===== config.mk =====
export PLATFORM = sky130hd
export DESIGN_NAME = sh_divu_gen_flat
export DESIGN_NICKNAME = d
export VERILOG_FILES = /design/src/rtl/sh_divu_gen_if.sv /design/src/rtl/sh_divu_gen.sv /design/src/flat_wrapper.sv
export SDC_FILE = /design/constraint.sdc
export NUM_CORES = 1
export LEC_CHECK = 0
export ABC_AREA = 1
export BUFFER_PORTS_ARGS = -buffer_cell sky130_fd_sc_hd__buf_2
export CORE_ASPECT_RATIO = 1.75
export CORE_MARGIN = 1.5
export CORE_UTILIZATION = 55
export CTS_CLUSTER_DIAMETER = 200
export DETAILED_ROUTE_END_ITERATION = 10
export GPL_TIMING_DRIVEN = 0
export PLACE_DENSITY_LB_ADDON = 0.2
export SYNTH_ARGS = -nofsm -noshare
export SYNTH_HDL_FRONTEND = slang
export SYNTH_SLANG_ARGS = --single-unit

===== constraint.sdc =====
create_clock -name CLK -period 3.2 [get_ports CLK]
set_input_delay 0.8 -clock CLK [delete_from_list [all_inputs] [get_ports CLK]]
set_output_delay 0.8 -clock CLK [all_outputs]
set_load 0.02 [all_outputs]

===== src/rtl/sh_divu_gen_if.sv =====
// Operand/result bus of the iterative divide unit: the register wrapper is master, the divider is slave.
interface sh_divu_gen_if #(
    parameter int W = 32
) ();
    logic         CE;
    logic         START;
    logic         ABORT;
    logic         SIGNED;
    logic         LONG;
    logic [W-1:0] DVDH;
    logic [W-1:0] DVDL;
    logic [W-1:0] DVSR;
    logic         BUSY;
    logic         DONE;
    logic [W-1:0] QUOT;
    logic [W-1:0] REM;
    logic         OVF;
    logic         DZ;

    modport master (
        output CE, START, ABORT, SIGNED, LONG, DVDH, DVDL, DVSR,
        input  BUSY, DONE, QUOT, REM, OVF, DZ
    );

    modport slave (
        input  CE, START, ABORT, SIGNED, LONG, DVDH, DVDL, DVSR,
        output BUSY, DONE, QUOT, REM, OVF, DZ
    );
endinterface


===== src/rtl/sh_divu_gen.sv =====
// Iterative restoring divider: W- or 2W-bit dividend by W-bit divisor, signed or unsigned,
// one quotient bit per CE cycle, with overflow / divide-by-zero detection and optional saturation.
module sh_divu_gen #(
    parameter int W          = 32,
    parameter bit SAT_ON_OVF = 1'b1,
    parameter bit EARLY_EXIT = 1'b1
) (
    input logic         CLK,
    input logic         RST_N,
    sh_divu_gen_if.slave bus
);
    localparam int CW = $clog2(W);

    typedef enum logic [2:0] {S_IDLE, S_LOAD, S_ITER, S_FIX, S_DONE} state_t;
    state_t state, state_nxt;

    // Operands latched on the accepting edge
    logic         sgn_q, lng_q;
    logic [W-1:0] dvdh_q, dvdl_q, dvsr_q;

    // Iteration datapath
    logic [W:0]    rem_q, dsr_q;
    logic [W-1:0]  lo_q, quot_q;
    logic [CW-1:0] cnt_q;
    logic          dvd_neg_q, dsr_neg_q, ovf_pend_q, dz_pend_q;

    // Architectural results
    logic [W-1:0] quot_r, rem_r;
    logic         ovf_r, dz_r;

    logic [2*W-1:0] ld_dvd;
    logic [2*W:0]   ld_abs_dvd;
    logic [W:0]     ld_abs_dsr;
    logic           ld_dvd_neg, ld_dsr_neg, ld_dz, ld_hi_ovf;
    logic [W+1:0]   trial;
    logic           fix_q_neg, rng_ovf;
    logic           res_ovf, res_dz, res_neg;
    logic [W-1:0]   res_quot, res_rem, sat_quot;
    logic           busy, done;

    always_comb begin
        if (lng_q)
            ld_dvd = {dvdh_q, dvdl_q};
        else if (sgn_q)
            ld_dvd = {{W{dvdl_q[W-1]}}, dvdl_q};
        else
            ld_dvd = {{W{1'b0}}, dvdl_q};
        ld_dvd_neg = sgn_q & ld_dvd[2*W-1];
        ld_dsr_neg = sgn_q & dvsr_q[W-1];
        ld_abs_dvd = ld_dvd_neg ? ({1'b0, ~ld_dvd} + (2*W+1)'(1)) : {1'b0, ld_dvd};
        ld_abs_dsr = ld_dsr_neg ? ({1'b0, ~dvsr_q} + (W+1)'(1)) : {1'b0, dvsr_q};
        ld_dz      = (dvsr_q == '0);
        // A high part >= divisor means the quotient cannot fit in W bits
        ld_hi_ovf  = lng_q & (ld_abs_dvd[2*W:W] >= ld_abs_dsr);
    end

    assign trial = {rem_q, lo_q[W-1]} - {1'b0, dsr_q};

    always_comb begin
        fix_q_neg = dvd_neg_q ^ dsr_neg_q;
        rng_ovf   = sgn_q & (fix_q_neg ? (quot_q[W-1] & (|quot_q[W-2:0])) : quot_q[W-1]);
        // Early exit finishes straight from LOAD, so flags come from the LOAD-time decode
        if (state == S_LOAD) begin
            res_ovf = 1'b1;
            res_dz  = ld_dz;
            res_neg = ld_dvd_neg ^ ld_dsr_neg;
        end else begin
            res_ovf = ovf_pend_q | rng_ovf;
            res_dz  = dz_pend_q;
            res_neg = fix_q_neg;
        end
        res_quot = fix_q_neg ? (~quot_q + W'(1)) : quot_q;
        res_rem  = dvd_neg_q ? (~rem_q[W-1:0] + W'(1)) : rem_q[W-1:0];
        sat_quot = sgn_q ? {res_neg, {(W-1){~res_neg}}} : '1;
    end

    always_ff @(posedge CLK or negedge RST_N) begin
        if (!RST_N)
            state <= S_IDLE;
        else if (bus.CE)
            state <= state_nxt;
    end

    always_comb begin
        state_nxt = state;
        case (state)
            S_IDLE: if (bus.START && !bus.ABORT) state_nxt = S_LOAD;
            S_LOAD: begin
                if (bus.ABORT)
                    state_nxt = S_IDLE;
                else if (EARLY_EXIT && (ld_dz || ld_hi_ovf))
                    state_nxt = S_DONE;
                else
                    state_nxt = S_ITER;
            end
            S_ITER: begin
                if (bus.ABORT)
                    state_nxt = S_IDLE;
                else if (cnt_q == CW'(W-1))
                    state_nxt = S_FIX;
            end
            S_FIX:  state_nxt = bus.ABORT ? S_IDLE : S_DONE;
            S_DONE: state_nxt = (bus.START && !bus.ABORT) ? S_LOAD : S_IDLE;
            default: state_nxt = S_IDLE;
        endcase
    end

    always_comb begin
        busy = (state == S_LOAD) || (state == S_ITER) || (state == S_FIX);
        done = (state == S_DONE);
    end

    always_ff @(posedge CLK or negedge RST_N) begin
        if (!RST_N) begin
            sgn_q      <= 1'b0;
            lng_q      <= 1'b0;
            dvdh_q     <= '0;
            dvdl_q     <= '0;
            dvsr_q     <= '0;
            rem_q      <= '0;
            dsr_q      <= '0;
            lo_q       <= '0;
            quot_q     <= '0;
            cnt_q      <= '0;
            dvd_neg_q  <= 1'b0;
            dsr_neg_q  <= 1'b0;
            ovf_pend_q <= 1'b0;
            dz_pend_q  <= 1'b0;
            quot_r     <= '0;
            rem_r      <= '0;
            ovf_r      <= 1'b0;
            dz_r       <= 1'b0;
        end else if (bus.CE) begin
            case (state)
                S_IDLE, S_DONE: begin
                    if (state_nxt == S_LOAD) begin
                        sgn_q  <= bus.SIGNED;
                        lng_q  <= bus.LONG;
                        dvdh_q <= bus.DVDH;
                        dvdl_q <= bus.DVDL;
                        dvsr_q <= bus.DVSR;
                        ovf_r  <= 1'b0;
                        dz_r   <= 1'b0;
                    end
                end
                S_LOAD: begin
                    rem_q      <= ld_abs_dvd[2*W:W];
                    lo_q       <= ld_abs_dvd[W-1:0];
                    dsr_q      <= ld_abs_dsr;
                    quot_q     <= '0;
                    cnt_q      <= '0;
                    dvd_neg_q  <= ld_dvd_neg;
                    dsr_neg_q  <= ld_dsr_neg;
                    ovf_pend_q <= ld_dz | ld_hi_ovf;
                    dz_pend_q  <= ld_dz;
                end
                S_ITER: begin
                    if (!trial[W+1])
                        rem_q <= trial[W:0];
                    else
                        rem_q <= {rem_q[W-1:0], lo_q[W-1]};
                    quot_q <= {quot_q[W-2:0], ~trial[W+1]};
                    lo_q   <= {lo_q[W-2:0], 1'b0};
                    cnt_q  <= cnt_q + CW'(1);
                end
                default: ;
            endcase

            if (state_nxt == S_DONE) begin
                ovf_r <= res_ovf;
                dz_r  <= res_dz;
                if (!res_ovf) begin
                    quot_r <= res_quot;
                    rem_r  <= res_rem;
                end else if (SAT_ON_OVF) begin
                    quot_r <= sat_quot;
                    rem_r  <= '0;
                end
            end
        end
    end

    assign bus.BUSY = busy;
    assign bus.DONE = done;
    assign bus.QUOT = quot_r;
    assign bus.REM  = rem_r;
    assign bus.OVF  = ovf_r;
    assign bus.DZ   = dz_r;
endmodule


===== src/flat_wrapper.sv =====
// flat-port wrapper written by rule: the top's interface ports become plain ports
module sh_divu_gen_flat 
#(
    parameter int W          = 32,
    parameter bit SAT_ON_OVF = 1'b1,
    parameter bit EARLY_EXIT = 1'b1
)
  (CLK, RST_N, bus_CE, bus_START, bus_ABORT, bus_SIGNED, bus_LONG, bus_DVDH, bus_DVDL, bus_DVSR, bus_BUSY, bus_DONE, bus_QUOT, bus_REM, bus_OVF, bus_DZ);
  sh_divu_gen_if #(.W(W)) bus_i ();
  input logic CLK;
  input logic RST_N;
  input wire logic [$bits(bus_i.CE)-1:0] bus_CE;
  input wire logic [$bits(bus_i.START)-1:0] bus_START;
  input wire logic [$bits(bus_i.ABORT)-1:0] bus_ABORT;
  input wire logic [$bits(bus_i.SIGNED)-1:0] bus_SIGNED;
  input wire logic [$bits(bus_i.LONG)-1:0] bus_LONG;
  input wire logic [$bits(bus_i.DVDH)-1:0] bus_DVDH;
  input wire logic [$bits(bus_i.DVDL)-1:0] bus_DVDL;
  input wire logic [$bits(bus_i.DVSR)-1:0] bus_DVSR;
  output wire logic [$bits(bus_i.BUSY)-1:0] bus_BUSY;
  output wire logic [$bits(bus_i.DONE)-1:0] bus_DONE;
  output wire logic [$bits(bus_i.QUOT)-1:0] bus_QUOT;
  output wire logic [$bits(bus_i.REM)-1:0] bus_REM;
  output wire logic [$bits(bus_i.OVF)-1:0] bus_OVF;
  output wire logic [$bits(bus_i.DZ)-1:0] bus_DZ;
  assign bus_i.CE = bus_CE;
  assign bus_i.START = bus_START;
  assign bus_i.ABORT = bus_ABORT;
  assign bus_i.SIGNED = bus_SIGNED;
  assign bus_i.LONG = bus_LONG;
  assign bus_i.DVDH = bus_DVDH;
  assign bus_i.DVDL = bus_DVDL;
  assign bus_i.DVSR = bus_DVSR;
  assign bus_BUSY = bus_i.BUSY;
  assign bus_DONE = bus_i.DONE;
  assign bus_QUOT = bus_i.QUOT;
  assign bus_REM = bus_i.REM;
  assign bus_OVF = bus_i.OVF;
  assign bus_DZ = bus_i.DZ;
  sh_divu_gen #(.W(W), .SAT_ON_OVF(SAT_ON_OVF), .EARLY_EXIT(EARLY_EXIT)) u_core (.CLK(CLK), .RST_N(RST_N), .bus(bus_i));
endmodule

==> impl_metrics.csv, run 1 <==
group,metric,value,unit
logic_synthesis,synth-seq-area-share,0.3628,
critical_path,path_class,"reg -> reg",
critical_path,cp.buffers_inverters,9,
timing,fmax,249.6,MHz
logic_synthesis,synth-compound-area-share,0.1224,
die,std_cell_rows,94,
logic_synthesis,ys.warnings.count,0,
routing,wl,82.22,mm
global_route,grt_pass1_wl,120.0,mm
placement,hpwl,62.14,mm
worst_hold_path,hold_path_class,"in -> async",
global_route,grt_pass1_vias,22161,
logic_synthesis,yosys-top-cells-area,"dfrtp_1 36%, nand2_1 16%, inv_1 6.2%",
final_layout,nets,3511,
job,max-cap-violations,0,
global_route,track_usage,0.4037,
routing,vias,22362,
clock_network,clock_path_buffers,3,
clock_network,numClockSinks,306,
logic_synthesis,synth.distinct_cells,55,
final_layout,drive_gt1_frac,0.2233,
placement,placed_cell_area,0.02265,mm^2
critical_path,start_kind,"register",
die,ios,171,
timing,fin_worst_skew,23.54,ps
die,coreArea,0.03775,mm^2
logic_synthesis,synth_flop_cell,"dfrtp_1",
timing,hold_violations,0,
die,die_h,262.1,um
final_layout,design_area,0.02628,mm^2
critical_path,cpMostUsedCell,"nand2_4",
clock_network,cts_made_buffers,29,
final_layout,fillers,3049,
critical_path,cp_num_cells,31,
global_route,grt_antenna_before_repair,0,
logic_synthesis,synthArstFlopShare,1.000,
clock_network,clk_pin_slew,70,ps
global_route,grt_max_degree,129,
clock_network,postCtsHoldBufs,0,
logic_synthesis,synth-edff-count,0,
routing,postRouteAntennaNets,0,
logic_synthesis,synth_mux_area_frac,0.02988,
critical_path,cp-startpoint,"u_core.lng_q",
routing,via_per_inst,5.826,
die,initial_core_util,0.5591,
logic_synthesis,synth-simple-area-share,0.3096,
routing,first_iter_violations,1507,
routing,drtPass1Iterations,8,
clock_network,clock_latency,620,ps
logic_synthesis,syn_inst,3038,
logic_synthesis,netlist_area,0.02111,mm^2
critical_path,critPathMaxStageDelay,350,ps
logic_synthesis,synth_xor_area_frac,0.03942,
logic_synthesis,synth_fa_ha_area_frac,0.04363,
global_route,grt.overflow.total,0,
placement,place_congestion,1.036,
clock_network,h-tree-depth,1,
routing,wire_per_inst,21.42,um
critical_path,crit_family,"simple AND/OR/NAND/NOR gates",
routing,drc,0,
placement,portBuffers,170,
timing,setup-violations-final,69,
logic_synthesis,syn-num-nets,3214,
critical_path,arrival,4560,ps
logic_synthesis,synth-seq-cells,306,
critical_path,critPathRequiredTime,3750,ps
timing,min_period,4007,ps
clock_network,cts_tree,"done",
timing,slew_viol_final,0,
logic_synthesis,syn_avg_cell_area,6.947,um^2
logic_synthesis,synth_top_area_share,0.3628,
timing,relSlewSlack,0.3778,
final_layout,multi_input_area,0.01299,mm^2
logic_synthesis,synth_top_family_by_area,"simple AND/OR/NAND/NOR gates",
critical_path,end_kind,"register",
critical_path,r2r_cells,31,
die,dieArea,0.03961,mm^2
critical_path,reg2reg_to,"u_core.bus.QUOT[0]",
final_layout,antenna_cells,0,
critical_path,worstSetupEndpoint,"u_core.bus.QUOT[0]",
logic_synthesis,synth.largest_area_cell,"dfrtp_1",
timing,worst_pin_slew,933.2,ps
run_status,violations,"negative setup slack",
timing,setup_slack,-806.9,ps
die,die_w,151.1,um
critical_path,cp_slowest_cell,"dfrtp_1",
critical_path,r2r_setup_slack,-810,ps
critical_path,r2r-start,"u_core.lng_q",
critical_path,cp_max_fo,8,
timing,grt_setup_unrepaired,"yes",
final_layout,register_area,0.007662,mm^2
clock_network,cts_root_buf,"clkbuf_16",
timing,fin_crit_sh,1.252,
run_status,status,"finished, violations left",
final_layout,area_growth,24.53,%
-- cells by family after synthesis --
family	count (synthesis)
muxes	56
AOI/OAI and AO/OA	470
adders and majority gates	73
and+or+nand+nor	1563
other	2
buffers and inverters	473
DFF	306
xor gates and xnor gates	95
-- worst min path at each step --
| stage | endpoint | slack, ps | cells past startpoint |
|---|---|---|---|
| 3_3_place_gp | u_core.bus.QUOT[18] | 460 | 2 |
| 5_1_grt | u_core.bus.REM[8] | 220 | 1 |
| 4_1_cts | u_core.bus.REM[24] | 190 | 1 |
| 6_report | u_core.bus.REM[7] | 160 | 1 |
| 2_1_floorplan | u_core.lo_q[14] | 440 | 2 |
| 3_5_place_dp | u_core.bus.QUOT[16] | 460 | 2 |
-- placed cells by master, fill, tap and decap left out, types with 39 or more instances in the layout --
cell      count
ha_1         59
o21ai_1      55
nand3_1     196
a21oi_1     134
inv_1       336
mux2_1       40
xor2_1       67
nand2_1     772
o21ai_0     162
clkbuf_1     39
nor2_2       42
nand2_2     110
dfrtp_1     302
nand4_1      46
buf_2       198
buf_4        79
nor2_1      258
-- cells in the mapped netlist (37+ instances only) --
cell type  number
o21ai_0       185
clkbuf_1       42
nand2_1       904
o21ai_1        47
nor2_1        299
inv_1         346
a21oi_1       139
buf_2          41
ha_1           72
o22ai_1        37
mux2_1         40
nand4_1        46
xor2_1         80
nand3_1       224
dfrtp_1       306
-- worst reg2reg max path, delay by kind of cell (launching register included) --
kind | cells | cell delay, ps
AO/OA/AOI/OAI | 3 | 530
XOR/XNOR | 1 | 240
adder cells (fa/ha/maj) | 1 | 270
buffers and inverters | 9 | 950
flip-flops | 1 | 350
AND/OR/NAND/NOR | 17 | 1630
-- metrics by stage --
stage	hold WS, ps	cells	util	setup TNS, ps	setup WS [ps]
after floorplan	443.9	3038	-	-101.5	-5.077
after global placement	458.2	3688	0.5981	-1350050	-4167
after detailed placement	460.1	3690	0.5998	-91760	-1474
after CTS	191.4	3812	0.6632	-46410	-712.3
after global routing	218.5	3838	0.6962	-60930	-944.5
final	159.3	3838	0.6962	-51550	-806.9
-- per-layer routing --
metal  routed length (um)  GRT usage  up-vias
met1                27760     0.4046    10508
met4                 7745     0.3266        0
met2                41420     0.7263     1087
met3                 5298    0.06667      376
met5                    0          0        -
li1                     -          -    10391
-- sequential cells by signal (all words and copies together) (netlist names) --
name,cells
u_core.sgn_q,1
u_core.bus.REM,32
u_core.dvdl_q,32
u_core.bus.DZ,1
u_core.dz_pend_q,1
u_core.quot_q,32
u_core.rem_q,33
u_core.ovf_pend_q,1
u_core.lo_q,32
u_core.state,3
u_core.bus.QUOT,32
u_core.dvd_neg_q,1
u_core.bus.OVF,1
u_core.dsr_q,33
u_core.lng_q,1
u_core.cnt_q,5
u_core.dvsr_q,32
u_core.dvdh_q,32
u_core.dsr_neg_q,1
-- timing repair --
action | 4_1_cts | 5_1_grt
setup buffers | 59 | 31
gates cloned | 9 | 4
gates resized for setup | 218 | 251
pin swaps | 55 | 93
setup endpoints to repair | 70 | 81
endpoints found under the hold margin | 0 | 0
-- area by class of cell --
type	instances	area share
inverters	361	0.05270
well taps	480	0.02285
plain buffers	112	0.02866
flip-flops and latches	306	0.2915
multi-input cells	2261	0.4944
clock inverters	15	0.007283
repair buffers	264	0.07131
clock buffers	39	0.03132
Power of run 1 is left out: the tool's default activity adds up to more than one toggle a clock period on the data nets, which glitch-free logic cannot reach.
==> run 2, diff against run 1 <==
--- a/config.mk
+++ b/config.mk
@@ -6,11 +6,11 @@
 export NUM_CORES = 1
 export LEC_CHECK = 0
 export ABC_AREA = 1
-export BUFFER_PORTS_ARGS = -buffer_cell sky130_fd_sc_hd__buf_2
+export BUFFER_PORTS_ARGS = -buffer_cell sky130_fd_sc_hd__buf_4
 export CORE_ASPECT_RATIO = 1.75
 export CORE_MARGIN = 1.5
 export CORE_UTILIZATION = 55
-export CTS_CLUSTER_DIAMETER = 200
+export CTS_CLUSTER_DIAMETER = 80
 export DETAILED_ROUTE_END_ITERATION = 10
 export GPL_TIMING_DRIVEN = 0
 export PLACE_DENSITY_LB_ADDON = 0.2
==> run 2 against run 1 <==
Effect of this change:
- the run still ends with negative setup slack left
- final cell count decreased by 0.39%
- highest routed layer is now met5
- sequential share of layout area increased by 0.22 points
- critical path depth decreased by 8
- core utilization decreased by 0.50 points
- hold slack got worse by 14 ps
- critical endpoint is now u_core.bus.REM[27]
- via count decreased by 0.38%
- die area unchanged
- routed wire length decreased by 1.8%
==> impl_metrics.csv, run 2 (same netlist as run 1, synthesis figures left out) <==
group,metric,value,unit
power,p_leak,13.24,nW
timing,grt_setup_unrepaired,"yes",
routing,first_iter_violations,1596,
worst_hold_path,hold_path_class,"in -> async",
routing,via_per_inst,5.827,
global_route,grt.overflow.total,0,
routing,wire_per_inst,21.11,um
timing,setup-violations-final,69,
die,die_h,262.1,um
timing,fin_worst_skew,43.13,ps
timing,fin_crit_sh,1.274,
die,die_w,151.1,um
global_route,grt_pass1_wl,120.4,mm
run_status,status,"finished, violations left",
global_route,grt_antenna_before_repair,2,
critical_path,arrival,4570,ps
placement,portBuffers,170,
power,powerDensity,1310,mW/mm^2
critical_path,worstSetupEndpoint,"u_core.bus.REM[27]",
routing,drtPass1Iterations,6,
timing,setup_slack,-876.9,ps
global_route,grt_pass1_vias,21800,
die,std_cell_rows,94,
critical_path,path_class,"reg -> reg",
placement,post-place-ws,-1483,ps
clock_network,clk_pin_slew,70,ps
routing,drc,0,
die,ios,171,
clock_network,clock_latency,620,ps
global_route,track_usage,0.4045,
routing,postRouteAntennaNets,0,
critical_path,cp_max_fo,10,
clock_network,numClockSinks,306,
critical_path,cp_slowest_cell,"dfrtp_1",
placement,place_inst,3690,
clock_network,clock_path_buffers,3,
final_layout,layout_common_cells,"820 x nand2_1, 333 x inv_1, 300 x dfrtp_1",
critical_path,cpMostUsedCell,"nand2_2",
placement,hpwl,62.17,mm
clock_network,cts_root_buf,"clkbuf_16",
final_layout,area_growth,23.63,%
final_layout,fin_util,0.6912,
critical_path,crit_chain,"nand2_1, clkbuf_2, o21ai_1, nor2_2, nand2_2, xor2_4, inv_1, ha_1, nand2_2, nor2_4, nand2_4, nor2_2, nand3_2, nand2_2, nor2_2, nand2_2, nand2_4, nand3_4, buf_12, nand3_4, buf_6, nand2_1, o21ai_0",
final_layout,drive_gt1_frac,0.2011,
clock_network,h-tree-depth,1,
timing,setup_tns,-56020,ps
timing,worst_pin_slew,913.2,ps
critical_path,r2r_cells,23,
critical_path,r2r_setup_slack,-880,ps
critical_path,critPathMaxStageDelay,560,ps
critical_path,start_kind,"register",
die,coreArea,0.03775,mm^2
global_route,grt_max_degree,131,
routing,wl,80.71,mm
placement,place_congestion,1.047,
critical_path,end_kind,"register",
routing,vias,22277,
final_layout,nets,3496,
critical_path,cp-startpoint,"u_core.dvsr_q[31]",
timing,hold_violations,0,
power,ir_worst_vdd,804.8,uV
clock_network,cts_tree,"done",
timing,fmax,245.3,MHz
final_layout,finalNonFillerCells,3823,
die,dieArea,0.03961,mm^2
power,p_total,34.18,mW
critical_path,r2r-start,"u_core.dvsr_q[31]",
job,max-cap-violations,0,
timing,min_period,4077,ps
die,initial_core_util,0.5591,
final_layout,reg_top3,"u_core.dsr_q (33), u_core.rem_q (33)",
critical_path,critPathRequiredTime,3700,ps
run_status,violations,"negative setup slack",
critical_path,reg2reg_to,"u_core.bus.REM[27]",
timing,slew_viol_final,0,
clock_network,cts_made_buffers,28,
timing,relSlewSlack,0.3912,
final_layout,layout_commonest_cell,"nand2_1",
-- run 2: layout make-up --
cell class | count | area, um^2
Timing Repair Buffer | 252 | 2106
Tap cell | 480 | 600.6
Fill cell | 3206 | 11660
Clock inverter | 14 | 170.2
Inverter | 361 | 1371
Buffer | 111 | 737.0
Clock buffer | 38 | 808.3
Multi-Input combinational cell | 2260 | 12630
Antenna cell | 1 | 2.502
Sequential cell | 306 | 7665
-- run 2: layer usage --
metal,part of all wire,routed length [um],up-vias,global-route usage
met5,0.00016,13,-,0
met3,0.065,5285,402,0.07674
li1,-,-,10383,-
met1,0.34,27040,10385,0.4101
met4,0.10,8439,2,0.3554
met2,0.49,39930,1105,0.7018
-- run 2: per-stage QoR --
stage	area [um^2]	hold WS [ps]
final	26100	144.9
after global routing	26090	171.2
after global placement	23010	462.4
after floorplan	21130	443.9
after detailed placement	23070	464.9
after CTS	25160	155.0
-- run 2: worst min-delay path by stage --
stage	to	slack, ps	depth (start not counted)
2_1_floorplan	u_core.lo_q[14]	440	2
4_1_cts	u_core.bus.REM[29]	160	1
5_1_grt	u_core.bus.REM[25]	170	1
3_5_place_dp	u_core.lo_q[21]	460	2
6_report	u_core.bus.REM[25]	140	1
3_3_place_gp	u_core.lo_q[21]	460	2
-- run 2: repair_timing --
action	CTS	global route
endpoints found under the setup margin	70	80
gates cloned	5	3
buffers inserted	36	38
pin swaps	44	58
hold buffers	0	0
resized for setup	204	171
-- run 2: worst max-delay path, delay by kind of cell (launching register included) --
kind            cells  cell delay [ps]
compound gates      2              380
fa+ha+maj           1              290
simple gates       15             1700
buf+inv             4              740
xor+xnor            1              250
flops               1              560
-- run 2: power breakdown --
group	internal [mW]	switching, mW
Clock	2.02	1.60
Combinational	8.20	15.4
Sequential	5.44	1.47
(Power assumes the default switching activity.)
